[src/rtl/backprop_accumulator_pkg.sv]
// Shared types and limits for the back-propagation datapath: FSM states,
// the signed 32-bit bp word and its saturation bounds.
package backprop_accumulator_pkg;

    typedef enum logic {
        ACC,
        DONE
    } ba_state_t;

    typedef logic signed [31:0] bp_word_t;

    localparam logic [31:0] BP_MAX = 32'h7FFF_FFFF;
    localparam logic [31:0] BP_MIN = 32'h8000_0000;

endpackage

[src/rtl/bp_saturate.sv]
// Clips a wide signed sum into the signed 32-bit bp range and flags clipping.
module bp_saturate
    import backprop_accumulator_pkg::*;
#(
    parameter int ACC_W = 40
) (
    input  logic [ACC_W-1:0] value,
    output logic [31:0]      bp,
    output logic             sat
);

    // The value fits in 32 bits only when bit 31 and every bit above it agree.
    logic [ACC_W-32:0] upper;
    assign upper = value[ACC_W-1:31];

    always_comb begin
        bp  = value[31:0];
        sat = 1'b0;
        if (!((&upper) || !(|upper))) begin
            sat = 1'b1;
            bp  = value[ACC_W-1] ? BP_MIN : BP_MAX;
        end
    end

endmodule

[src/rtl/backprop_accumulator.sv]
// Serially sums N_TERMS signed back-propagated contributions for one upstream
// neuron and presents the saturated 32-bit result on a valid/ready port.
module backprop_accumulator
    import backprop_accumulator_pkg::*;
#(
    parameter int N_TERMS = 4,
    parameter int ACC_W   = 40,
    localparam int CNT_W  = $clog2(N_TERMS + 1)
) (
    input  logic             ba_clk,
    input  logic             ba_rst,
    input  logic [31:0]      ba_in_bpc,
    input  logic             ba_in_valid,
    output logic             ba_in_ready,
    output logic [31:0]      ba_out_bp,
    output logic             ba_out_sat,
    output logic             ba_out_valid,
    input  logic             ba_out_ready,
    output logic [CNT_W-1:0] ba_count
);

    // Handshake: a transfer happens on a rising edge where valid && ready are
    // both high; valid never depends on ready, and the sender holds its data
    // until the transfer. Input ready is high only in ACC, output valid only in
    // DONE, so DONE always costs one bubble cycle before the next term.

    ba_state_t        state_q, state_d;
    logic [ACC_W-1:0] acc_q;
    logic [CNT_W-1:0] count_q;
    bp_word_t         out_bp_q;
    logic             out_sat_q;

    logic [ACC_W-1:0] sum;
    logic [31:0]      sat_bp;
    logic             sat_flag;
    logic             accept;
    logic             last_term;
    logic             release_out;

    assign sum = acc_q + {{(ACC_W-32){ba_in_bpc[31]}}, ba_in_bpc};

    bp_saturate #(
        .ACC_W(ACC_W)
    ) u_sat (
        .value(sum),
        .bp   (sat_bp),
        .sat  (sat_flag)
    );

    always_comb begin
        state_d      = state_q;
        ba_in_ready  = 1'b0;
        ba_out_valid = 1'b0;
        accept       = 1'b0;
        last_term    = 1'b0;
        release_out  = 1'b0;
        case (state_q)
            ACC: begin
                ba_in_ready = 1'b1;
                accept      = ba_in_valid;
                last_term   = accept && (count_q == CNT_W'(N_TERMS - 1));
                if (last_term) begin
                    state_d = DONE;
                end
            end
            DONE: begin
                ba_out_valid = 1'b1;
                release_out  = ba_out_ready;
                if (release_out) begin
                    state_d = ACC;
                end
            end
            default: state_d = ACC;
        endcase
    end

    always_ff @(posedge ba_clk) begin
        if (ba_rst) begin
            state_q   <= ACC;
            acc_q     <= '0;
            count_q   <= '0;
            out_bp_q  <= '0;
            out_sat_q <= 1'b0;
        end else begin
            state_q <= state_d;
            if (accept) begin
                acc_q   <= sum;
                count_q <= count_q + CNT_W'(1);
            end
            if (last_term) begin
                out_bp_q  <= sat_bp;
                out_sat_q <= sat_flag;
            end
            // Result fields stay visible after release until the next result.
            if (release_out) begin
                acc_q   <= '0;
                count_q <= '0;
            end
        end
    end

    assign ba_out_bp  = out_bp_q;
    assign ba_out_sat = out_sat_q;
    assign ba_count   = count_q;

endmodule
[config.mk]
export PLATFORM = sky130hd
export DESIGN_NAME = backprop_accumulator
export DESIGN_NICKNAME = d
export VERILOG_FILES = /design/src/rtl/backprop_accumulator_pkg.sv /design/src/rtl/bp_saturate.sv /design/src/rtl/backprop_accumulator.sv
export SDC_FILE = /design/constraint.sdc
export NUM_CORES = 1
export LEC_CHECK = 0
export ABC_AREA = 1
export BUFFER_PORTS_ARGS = -buffer_cell sky130_fd_sc_hd__buf_2
export CAP_MARGIN = 25
export CELL_PAD_IN_SITES_DETAIL_PLACEMENT = 0
export CELL_PAD_IN_SITES_GLOBAL_PLACEMENT = 1
export CORE_MARGIN = 3
export CORE_UTILIZATION = 44
export CTS_CLUSTER_DIAMETER = 60
export DETAILED_ROUTE_END_ITERATION = 6
export GPL_ROUTABILITY_DRIVEN = 0
export GPL_TIMING_DRIVEN = 0
export PLACE_DENSITY_LB_ADDON = 0.1
export SLEW_MARGIN = 20
export SYNTH_ARGS = -nofsm -noshare
export SYNTH_HDL_FRONTEND = slang
export SYNTH_HIERARCHICAL = 1
export SYNTH_SLANG_ARGS = --single-unit
[constraint.sdc]
create_clock -name ba_clk -period 5.3 [get_ports ba_clk]
set_input_delay 0.53 -clock ba_clk [delete_from_list [all_inputs] [get_ports ba_clk]]
set_output_delay 0.53 -clock ba_clk [all_outputs]
set_load 0.03 [all_outputs]
==> reports/metrics.csv, run 1 <==
stage,metric,value,unit
layout,antenna-diode-count,0,
layout,utilization,52.47,%
timing,skew,0.01551,ns
power,powerDensity,302.4,mW/mm^2
setup_path,startpoint_type,flop,
setup_path,cp_common_cell,nand2_1,
floorplan,dieWidth,124.7,um
power,seqPwrFrac,30.1,%
clock_network,htreeDepth,3,
detailed_routing,wl,18.25,mm
job,cap_violations,0,
placement,dp.final_hpwl,14.92,mm
detailed_routing,wl_per_cell,13.55,um
hold_path,min_path_type,in -> reg,
power,combPwrFrac,39.3,%
global_route,antenna_found_initial,0,
timing,max_slew_margin,55.37,%
setup_path,crit_required,5.51,ns
synthesis,syn-instance-count,1083,
floorplan,die-height,124.7,um
power,vdd_drop_max,160.5,uV
synthesis,synth_area_per_cell,5.723,um^2
synthesis,ys_seq_area_share,24.87,%
timing,fin_crit,2.979,ns
setup_path,critPathCaptureType,flop,
detailed_routing,drt-initial-drc-count,323,
global_route,grt_pass1_wl,29.21,mm
synthesis,synth_top_area_share,25.13,%
setup_path,arrival,3.19,ns
global_route,busiest_layer,met2,
run_status,outcome,completed,
setup_path,cpMaxStageDelayCell,fa_1,
clock_network,cts_resized,0,
setup_path,rrSetupSlack,2.32,ns
detailed_routing,postRouteAntennaNets,0,
timing,fin_crit_sh,56.20,%
setup_path,crit_type,reg -> reg,
clock_network,cts_sinks,77,
clock_network,ctsHoldBuffers,0,
setup_path,crit_chain,ha_1 -> fa_1 -> nand3_1 -> nand3_1 -> nand2_1 -> nand3_1 -> nand2_1 -> nand2_1 -> nand2_1 -> nand2_1 -> nand2_1 -> nand2_1 -> nor2_2 -> nand2_2 -> o21ai_4 -> buf_6 -> nand2_1 -> nand2_1 -> a21oi_1,
layout,final_nets,1244,
global_route,grt_pass1_vias,6046,
detailed_routing,drc,0,
power,switching_share,40.32,%
clock_network,cts_setup_buffers,0,
floorplan,rows,42,
layout,drive_gt1_share,11.02,%
setup_path,slowest_delay,0.45,ns
detailed_routing,via_count,6491,
floorplan,core-area,0.01351,mm^2
timing,setup_violations,0,
floorplan,start_util,45.90,%
clock_network,clk_latency,0.35,ns
global_route,grt_util_met2,41.32,%
global_route,grt_max_degree,15,
timing,hold_viol_final,0,
power,clockPowerShare,30.7,%
synthesis,ys_types,29,
placement,port_buffers,72,
global_route,met1_usage,27.82,%
layout,regArea,0.001541,mm^2
floorplan,dieArea,0.01555,mm^2
setup_path,crit_fanout,10,
clock_network,clockBufferDepth,2,
synthesis,ys_ff_latch,77,
clock_network,root_buffer,clkbuf_16,
timing,rsz0062_at_grt,false,
global_route,met3_usage,4.331,%
layout,multiInputGateArea,0.003881,mm^2
power,power_leakage,4.069,nW
clock_network,clk_pin_slew,0.06,ns
synthesis,synth_area_leaders,"nand2_1 25%, dfxtp_1 25%, inv_1 9.6%",
detailed_routing,via_per_inst,4.819,
clock_network,cts_buffers,9,
timing,fmax,0.3357,GHz
clock_network,cts_tree,yes,
synthesis,mappedNetlistArea,0.006198,mm^2
timing,tightest_slew,0.6694,ns
timing,drv_slew,0,
floorplan,boundaryPins,74,
detailed_routing,dr.pass1.iters,5,
timing,setup-tns-final,0,ns
synthesis,synth_top_cell_by_area,nand2_1,
global_route,gr-total-overflow,0,
power,p_int,1.279,mW
layout,area_delta_synth_final,14.33,%
synthesis,synth_nets,1161,
synthesis,ys_warn_count,6,
layout,final.fill_count,1550,
global_route,grt_use_total,23.36,%
power,switchingPower,0.8641,mW
==> metal layers <==
metal  vias to the layer above  share of wire, %
met4                         0               3.6
li1                       3480                 -
met5                         -                 0
met2                       111                48
met1                      2869                45
met3                        31               3.7
==> registers in the layout, summed over array words and instances (netlist names) <==
register    count
ba_out_sat      1
acc_q          40
ba_out_bp      32
state_q         1
ba_count        3
==> cells in the final DEF (no fill, tap or decap), drive strengths merged, types with 8 or more instances in the layout <==
master	netlist	final
nor3	8	8
ha	41	41
a21oi	69	69
dfxtp	77	77
inv	162	164
clkbuf	12	22
o21ai	33	33
nor2	152	152
xor2	21	21
nand3	57	57
buf	17	89
nand2	422	422
==> stage by stage <==
| stage | power [mW] | hold slack, ns | instances | setup WS [ns] | area [um^2] |
|---|---|---|---|---|---|
| after detailed placement | 1.498 | 0.4528 | 1331 | 1.944 | 6779 |
| after global placement | 1.495 | 0.4507 | 1331 | 1.964 | 6779 |
| after floorplan | 1.271 | 0.4491 | 1083 | 2.555 | 6198 |
| after global routing | 2.294 | 0.4631 | 1347 | 2.046 | 7087 |
| final | 2.143 | 0.4524 | 1347 | 2.321 | 7087 |
| after CTS | 2.160 | 0.4446 | 1347 | 2.298 | 7087 |
==> layout make-up <==
cell class / instances / area share, %
Buffer: 29 / 2.366
Clock buffer: 10 / 3.372
Clock inverter: 6 / 0.9710
Inverter: 162 / 8.581
Multi-Input combinational cell: 815 / 54.77
Sequential cell: 77 / 21.75
Tap cell: 176 / 3.107
Timing Repair Buffer: 72 / 5.085
==> critical path, delay by kind of cell, from the launching register on <==
kind / cells / cell delay (ns)
AOI/OAI and AO/OA: 2 / 0.30
and+or+nand+nor: 14 / 1.37
DFF: 1 / 0.31
adders and majority gates: 2 / 0.68
buffers and inverters: 1 / 0.17
==> cell families after synthesis <==
family,share of synthesized area (%)
AND/OR/NAND/NOR,41.36
buffers and inverters,12.51
AO/OA/AOI/OAI,9.144
flip-flops,24.87
adder cells (fa/ha/maj),8.599
XOR/XNOR,3.512
==> synthesized netlist by cell type, drive strengths merged <==
master / n
nor3: 8
xnor2: 3
a21oi: 69
a211oi: 1
clkbuf: 12
o21ai: 33
fa: 1
dfxtp: 77
nand3b: 1
nand4: 1
inv: 162
nor2: 152
o21bai: 3
nand2: 422
buf: 17
xor2: 21
ha: 41
a21o: 2
nand3: 57
==> path summary, 6_finish.rpt <==
check                                to                        from  cells past startpoint
min reg2reg  ba_out_bp[10]$_SDFFE_PP0P_  ba_out_bp[10]$_SDFFE_PP0P_                      2
max reg2reg   ba_out_bp[7]$_SDFFE_PP0P_       acc_q[0]$_SDFFE_PP0P_                     19
min                  state_q$_SDFF_PP0_                ba_out_ready                      4
max           ba_out_bp[7]$_SDFFE_PP0P_       acc_q[0]$_SDFFE_PP0P_                     19
==> power by group through the flow <==
stage | Combinational, mW | Sequential, mW | Clock, mW
2_1_floorplan | 0.607 | 0.663 | 0
3_3_place_gp | 0.839 | 0.656 | 0
3_5_place_dp | 0.841 | 0.658 | 0
4_1_cts | 0.846 | 0.645 | 0.670
5_1_grt | 0.952 | 0.649 | 0.693
6_report | 0.842 | 0.644 | 0.657
Note: power is estimated with default switching activity, not from simulation.
==> run 2, diff against run 1 <==
ABC_AREA = 0   (was 1)
CORE_UTILIZATION = 39   (was 44)
clock period = 2.4 ns   (was 5.3 ns; I/O delays follow)
==> run 2 against run 1 <==
  * The flow now finishes with violations (setup timing)
  * First-iteration DRC count down 0.93%
  * Register-to-register slack worse by 3.4 ns
  * Combinational power rose to 3.3 times the previous value
  * Critical path depth down 2
  * Synthesized area down 6.3%
  * Via count down 3.6%
  * Fmax down 13%
  * Global-route usage up 0.28 points
  * Die area up 5.4%
  * Core utilization up 6.3 points
  * Sequential power up 130%
  * Clock power rose to 2.5 times the previous value
  * Highest routed layer unchanged
==> reports/metrics.csv, run 2 <==
stage,metric,value,unit,change
synthesis,synth_edf_count,0,,unchanged
timing,setup_violations,55,,was 0
setup_path,critPathCaptureType,flop,,unchanged
layout,final_nets,988,,was 1244
placement,place_inst,1036,,was 1331
placement,port_buffers,72,,unchanged
clock_network,ctsHoldBuffers,0,,unchanged
global_route,grt_use_total,23.65,%,was 23.36%
layout,largest_reg_flops,40,,unchanged
synthesis,yosysMostFrequentCell,nand2_1,,unchanged
floorplan,core-area,0.01420,mm^2,was 0.01351 mm^2
synthesis,ys_ff_latch,77,,unchanged
clock_network,clockBufferDepth,2,,unchanged
timing,worst_slack,-1.038,ns,was 2.321 ns
global_route,grt_pass1_wl,30.75,mm,was 29.21 mm
job,cap_violations,0,,unchanged
power,vdd_drop_max,519.6,uV,was 160.5 uV
power,power_leakage,3.311,nW,was 4.069 nW
layout,antenna-diode-count,0,,unchanged
floorplan,dieArea,0.01639,mm^2,was 0.01555 mm^2
hold_path,min_path_type,in -> reg,,unchanged
timing,max_slew_margin,49.70,%,was 55.37%
floorplan,start_util,40.89,%,was 45.90%
synthesis,ys_seq_area_share,26.54,%,was 24.87%
layout,drive_gt1_share,38.66,%,was 11.02%
setup_path,crit_fanout,6,,was 10
floorplan,rows,43,,was 42
detailed_routing,drc,0,,unchanged
clock_network,cts_buffers,9,,unchanged
floorplan,dieWidth,128.0,um,was 124.7 um
synthesis,synth_top_area_share,26.54,%,was 25.13%
run_status,failed_checks,setup timing,,
timing,hold_viol_final,0,,unchanged
synthesis,synth_top_cell_by_area,dfxtp_1,,was nand2_1
setup_path,crit_required,2.68,ns,was 5.51 ns
detailed_routing,postRouteAntennaNets,0,,unchanged
global_route,grt_pass1_vias,6049,,was 6046
clock_network,clk_latency,0.35,ns,about the same
layout,utilization,58.79,%,was 52.47%
floorplan,boundaryPins,74,,unchanged
timing,fin_crit,3.438,ns,was 2.979 ns
setup_path,crit_type,reg -> reg,,unchanged
clock_network,cts_tree,yes,,unchanged
layout,area_delta_synth_final,43.77,%,was 14.33%
global_route,antenna_found_initial,0,,unchanged
power,powerDensity,711.1,mW/mm^2,was 302.4 mW/mm^2
synthesis,ys_warn_count,6,,unchanged
floorplan,die-height,128.0,um,was 124.7 um
timing,setup-tns-final,-35.48,ns,was 0 ns
detailed_routing,via_count,6258,,was 6491
synthesis,synth_area_per_cell,7.408,um^2,was 5.723 um^2
global_route,gr-total-overflow,0,,unchanged
timing,fin_crit_sh,143.3,%,was 56.20%
timing,drv_slew,0,,unchanged
layout,regMostFlops,acc_q,,unchanged
power,power,5.938,mW,was 2.143 mW
synthesis,mappedNetlistArea,0.005808,mm^2,was 0.006198 mm^2
detailed_routing,via_per_inst,5.726,,was 4.819
timing,rsz0062_at_grt,true,,was false
synthesis,async_flop_share,0,%,unchanged
clock_network,cts_sinks,77,,unchanged
detailed_routing,drt-initial-drc-count,320,,was 323
layout,mostFrequentLayoutCells,"144 x nand2_1, 74 x buf_2, 72 x dfxtp_1, 65 x a21oi_1, 45 x nand3_1",,"was 415 x nand2_1, 159 x inv_1, 145 x nor2_1, 83 x buf_2, 77 x dfxtp_1"
clock_network,root_buffer,clkbuf_16,,unchanged
placement,dpl_cell_area,0.006533,mm^2,was 0.006779 mm^2
layout,fin_cells,1093,,was 1347
run_status,outcome,finished with violations,,was completed
synthesis,synth_area_leaders,"dfxtp_1 27%, nand2_1 9.8%, ha_1 8.8%",,"was nand2_1 25%, dfxtp_1 25%, inv_1 9.6%"
timing,tightest_slew,0.7544,ns,was 0.6694 ns
setup_path,startpoint_type,flop,,unchanged
synthesis,synthTopCellsByCount,"152 x nand2_1, 102 x a21oi_1, 77 x dfxtp_1",,"was 415 x nand2_1, 159 x inv_1, 145 x nor2_1"
detailed_routing,wl,19.91,mm,was 18.25 mm
timing,fmax,0.2909,GHz,was 0.3357 GHz
placement,dp.final_hpwl,14.22,mm,was 14.92 mm
synthesis,synth_nets,862,,was 1161
clock_network,htreeDepth,3,,unchanged
layout,postLayoutCellArea,0.008351,mm^2,was 0.007087 mm^2
clock_network,clk_pin_slew,0.06,ns,about the same
timing,skew,0.006090,ns,was 0.01551 ns
synthesis,synth-main-ff-cell,dfxtp_1,,unchanged
layout,final_common_cell,nand2_1,,unchanged
detailed_routing,dr.pass1.iters,5,,unchanged
global_route,grt_max_degree,13,,was 15
setup_path,arrival,3.72,ns,was 3.19 ns
synthesis,syn-instance-count,784,,was 1083
detailed_routing,wl_per_cell,18.21,um,was 13.55 um
synthesis,ys_types,63,,was 29
[run 2: changes by cell type after synthesis, moves of 8 or more]
| cell | before | now |
|---|---|---|
| a2bb2oi_1 | 0 | 31 |
| inv_1 | 159 | 13 |
| nor2_1 | 145 | 35 |
| nand3_1 | 52 | 61 |
| clkbuf_1 | 12 | 35 |
| a21o_1 | 2 | 16 |
| a211oi_1 | 1 | 10 |
| xnor2_1 | 3 | 15 |
| o211ai_1 | 0 | 8 |
| nand2_1 | 415 | 152 |
| o21a_1 | 0 | 10 |
| a21oi_1 | 69 | 102 |
[run 2: critical path: stages, from the launching register on]
cell       delay, ns
dfxtp_2         0.33
ha_4            0.17
fa_2            0.36
a211oi_2        0.24
o21ai_2         0.10
o211ai_2        0.27
a21oi_4         0.12
nor2_4          0.20
a211oi_2        0.11
or2_4           0.27
xor2_4          0.19
and4_1          0.22
buf_6           0.16
buf_8           0.14
nand3_2         0.09
a2bb2oi_2       0.14
nand2_1         0.07
a21oi_2         0.15
[run 2: cell type report]
cell class / instances / area, um^2
clock buffers: 9 / 225.2
clock inverters: 5 / 125.1
fillers: 1302 / 5853
repair buffers: 119 / 783.3
plain buffers: 49 / 319.1
multi-input cells: 641 / 5074
inverters: 13 / 48.80
well taps: 180 / 225.2
flip-flops and latches: 77 / 1550
[run 2: stage by stage]
stage	worst slack (ns)	hold slack [ns]
after floorplan	-0.6810	0.4218
final	-1.038	0.2145
after global placement	-1.525	0.4397
after CTS	-1.062	0.2022
after detailed placement	-1.543	0.4444
after global routing	-1.202	0.2212
[run 2: logic make-up (layout without fill, tap and decap cells)]
logic type / after synthesis / count (layout) / share of synthesized area, %
simple gates: 315 / 315 / 24.69
flops: 77 / 77 / 26.54
compound gates: 247 / 247 / 28.61
xor+xnor: 34 / 34 / 5.127
mux: 3 / 3 / 0.5170
fa+ha+maj: 42 / 42 / 9.177
buf+inv: 66 / 195 / 5.343
[run 2: report_power, final]
part	total, mW	internal, mW	leakage (nW)	switching (mW)
registers	1.45	1.39	0.631	0.0678
logic	2.82	1.23	2.51	1.59
clock network	1.67	1.11	0.171	0.558
total	5.94	3.73	3.31	2.21
[run 2: final timing paths]
| check | end | slack [ns] | from | cells after the start |
|---|---|---|---|---|
| worst max-delay path | ba_out_bp[2]$_SDFFE_PP0P_ | -1.04 | acc_q[0]$_SDFFE_PP0P_ | 17 |
| worst min-delay path | state_q$_SDFF_PP0_ | 0.21 | ba_out_ready | 3 |
| worst max register to register | ba_out_bp[2]$_SDFFE_PP0P_ | -1.04 | acc_q[0]$_SDFFE_PP0P_ | 17 |
| worst min register to register | ba_out_bp[17]$_SDFFE_PP0P_ | 0.45 | ba_out_bp[17]$_SDFFE_PP0P_ | 2 |
[run 2: what timing repair did]
item / CTS / global route
setup buffers: 20 / 26
gates resized for setup: 86 / 151
pin swaps: 35 / 49
gates cloned: 3 / 1
setup endpoints to repair: 58 / 67
[run 2: routing by layer]
layer / vias up / GRT usage [%] / part of all wire (%)
met5: - / 0 / 0
met4: 0 / 8.052 / 2.5
met3: 37 / 3.708 / 5.6
met2: 158 / 39.40 / 48
met1: 2986 / 31.18 / 44
li1: 3077 / - / -
==> run 3, diff against run 2 <==
CORE_UTILIZATION = 43   (was 39)
REMOVE_ABC_BUFFERS = 1   (was unset)
clock period = 3.25 ns   (was 2.4 ns; I/O delays follow)
==> run 3 against run 2 <==
  * Largest power group unchanged
  * The run still ends with setup timing left
  * Clock power shrank 32%
  * Sequential share of layout area grew 1.7 points
  * Setup slack gained 0.84 ns
==> reports/metrics.csv, run 3 (synthesized netlist as in run 2, its figures left out) <==
stage,metric,value,unit,change
run_status,outcome,finished with violations,,unchanged
run_status,failed_checks,setup timing,,unchanged
layout,final_nets,934,,was 988
timing,drv_slew,0,,unchanged
detailed_routing,wl,20.29,mm,was 19.91 mm
timing,worst_slack,-0.1982,ns,was -1.038 ns
timing,fin_crit_sh,106.1,%,was 143.3%
setup_path,crit_required,3.45,ns,was 2.68 ns
timing,tightest_slew,0.7419,ns,was 0.7544 ns
global_route,grt_pass1_vias,5921,,was 6049
setup_path,crit_chain,ha_4 -> a211o_1 -> a221o_1 -> a41oi_2 -> o21ai_4 -> and3_2 -> o21a_1 -> xnor2_4 -> nor4_4 -> buf_6 -> nand2_8 -> o21a_1 -> nand2_1 -> a21oi_1,,was ha_4 -> fa_2 -> a211oi_2 -> o21ai_2 -> o211ai_2 -> a21oi_4 -> nor2_4 -> a211oi_2 -> or2_4 -> xor2_4 -> and4_1 -> buf_6 -> buf_8 -> nand3_2 -> a2bb2oi_2 -> nand2_1 -> a21oi_2
global_route,gr-total-overflow,0,,unchanged
setup_path,startpoint_type,flop,,unchanged
layout,drive_gt1_share,28.69,%,was 38.66%
global_route,busiest_layer,met2,,unchanged
job,cap_violations,0,,unchanged
clock_network,cts_buffers,9,,unchanged
clock_network,cts_tree,yes,,unchanged
global_route,met1_usage,34.53,%,was 31.18%
timing,hold_viol_final,0,,unchanged
detailed_routing,via_count,6230,,was 6258
global_route,grt_util_met2,44.76,%,was 39.40%
timing,setup-tns-final,-5.455,ns,was -35.48 ns
layout,mostFrequentLayoutCells,"148 x nand2_1, 92 x a21oi_1, 74 x dfxtp_1, 73 x buf_2, 59 x nand3_1",,"was 144 x nand2_1, 74 x buf_2, 72 x dfxtp_1, 65 x a21oi_1, 45 x nand3_1"
power,powerDensity,552.0,mW/mm^2,was 711.1 mW/mm^2
floorplan,dieWidth,122.2,um,was 128.0 um
detailed_routing,dr.pass1.iters,5,,unchanged
clock_network,htreeDepth,3,,unchanged
clock_network,clockBufferDepth,2,,unchanged
floorplan,core-area,0.01293,mm^2,was 0.01420 mm^2
timing,max_slew_margin,50.54,%,was 49.70%
floorplan,dieArea,0.01494,mm^2,was 0.01639 mm^2
placement,port_buffers,73,,was 72
layout,fin_cells,1033,,was 1093
global_route,met3_usage,3.825,%,was 3.708%
clock_network,cts_sinks,77,,unchanged
power,vdd_drop_max,283.8,uV,was 519.6 uV
detailed_routing,drt-initial-drc-count,373,,was 320
setup_path,critical_path_buf_inv_count,1,,was 2
timing,fin_crit,3.448,ns,was 3.438 ns
floorplan,start_util,44.93,%,was 40.89%
timing,skew,0.006850,ns,was 0.006090 ns
floorplan,rows,41,,was 43
global_route,antenna_found_initial,0,,unchanged
setup_path,critPathCaptureType,flop,,unchanged
clock_network,ctsHoldBuffers,0,,unchanged
hold_path,min_path_type,in -> reg,,unchanged
layout,regMostFlops,acc_q,,unchanged
layout,final_common_cell,nand2_1,,unchanged
clock_network,clk_pin_slew,0.07,ns,was 0.06 ns
setup_path,cp_common_cell,o21a_1,,was a211oi_2
placement,place_inst,982,,was 1036
clock_network,root_buffer,clkbuf_16,,unchanged
global_route,grt_use_total,26.61,%,was 23.65%
floorplan,die-height,122.2,um,was 128.0 um
timing,setup_violations,32,,was 55
setup_path,cp_top_family,compound AO/OA/AOI/OAI gates,,unchanged
power,power_leakage,3.116,nW,was 3.311 nW
global_route,grt_max_degree,37,,was 13
placement,dp.final_hpwl,12.05,mm,was 14.22 mm
detailed_routing,drc,0,,unchanged
clock_network,clk_latency,0.35,ns,about the same
layout,area_delta_synth_final,31.52,%,was 43.77%
detailed_routing,wl_per_cell,19.64,um,was 18.21 um
setup_path,crit_fanout,8,,was 6
setup_path,crit_type,reg -> reg,,unchanged
layout,antenna-diode-count,0,,unchanged
detailed_routing,postRouteAntennaNets,0,,unchanged
detailed_routing,via_per_inst,6.031,,was 5.726
global_route,grt_pass1_wl,31.25,mm,was 30.75 mm
layout,largest_reg_flops,40,,unchanged
timing,fmax,0.2900,GHz,was 0.2909 GHz
setup_path,slowest_delay,0.37,ns,was 0.36 ns
setup_path,arrival,3.65,ns,was 3.72 ns
setup_path,cpMaxStageDelayCell,nor4_4,,was fa_2
timing,rsz0062_at_grt,true,,unchanged
floorplan,boundaryPins,74,,unchanged
==> run 3: cell types whose count changed in the layout (fill, tap and decap cells not counted), sizes merged <==
cell	change
clkinv	+4
buf	-27
nand2	+3
clkbuf	-34
and4	+4
bufinv	-2
==> run 3: path summary, 6_finish.rpt <==
kind / slack, ns / startpoint / depth (start not counted) / end
max reg2reg: -0.20 / acc_q[1]$_SDFFE_PP0P_ / 14 / ba_out_sat$_SDFFE_PP0P_
max: -0.20 / acc_q[1]$_SDFFE_PP0P_ / 14 / ba_out_sat$_SDFFE_PP0P_
min: 0.28 / ba_out_ready / 3 / state_q$_SDFF_PP0_
min reg2reg: 0.45 / ba_out_bp[12]$_SDFFE_PP0P_ / 2 / ba_out_bp[12]$_SDFFE_PP0P_
==> run 3: final cells by class <==
cell class / instances / area, um^2
Fill cell: 1187 / 5289
Multi-Input combinational cell: 648 / 4740
Sequential cell: 77 / 1545
Timing Repair Buffer: 107 / 764.5
Clock buffer: 9 / 225.2
Tap cell: 172 / 215.2
Clock inverter: 7 / 100.1
Inverter: 13 / 48.80
==> run 3: routing by layer <==
| metal | vias to the layer above | wire [um] | part of all wire [%] |
|---|---|---|---|
| met5 | - | 0 | 0 |
| met4 | 0 | 484 | 2.4 |
| met3 | 40 | 1124 | 5.5 |
| met2 | 194 | 9689 | 48 |
| met1 | 3009 | 8991 | 44 |
| li1 | 2987 | - | - |
==> run 3: timing repair <==
| item | in CTS | in global routing |
|---|---|---|
| setup buffers | 21 | 8 |
| pin swaps | 28 | 30 |
| gates cloned | 6 | 1 |
| hold endpoints to repair | 0 | 0 |
| endpoints found under the setup margin | 32 | 33 |
| resized for setup | 81 | 52 |
==> run 3: where the power goes <==
group          internal, mW  leakage, nW  switching (mW)
combinational         0.826         2.33            1.18
sequential             1.02        0.630          0.0485
clock                 0.677        0.160           0.461
==> run 3: stage by stage <==
step	power, mW	hold slack (ns)	util, %	area, um^2	worst slack (ns)
after floorplan	2.112	0.3941	-	5547	-0.6774
after global placement	2.419	0.4389	47.40	6127	-2.285
after detailed placement	2.470	0.4442	48.48	6267	-1.086
after CTS	3.988	0.2779	56.26	7273	-0.2123
after global routing	4.403	0.2919	59.09	7639	-0.3515
final	4.217	0.2849	59.09	7639	-0.1982
==> run 3: worst register-to-register path, cell delays in order (launching register included) <==
cell and delay, ns:
dfxtp_2 0.35, ha_4 0.20, a211o_1 0.27, a221o_1 0.36
a41oi_2 0.31, o21ai_4 0.11, and3_2 0.22, o21a_1 0.28
xnor2_4 0.21, nor4_4 0.37, buf_6 0.21, nand2_8 0.11
o21a_1 0.19, nand2_1 0.05, a21oi_1 0.07
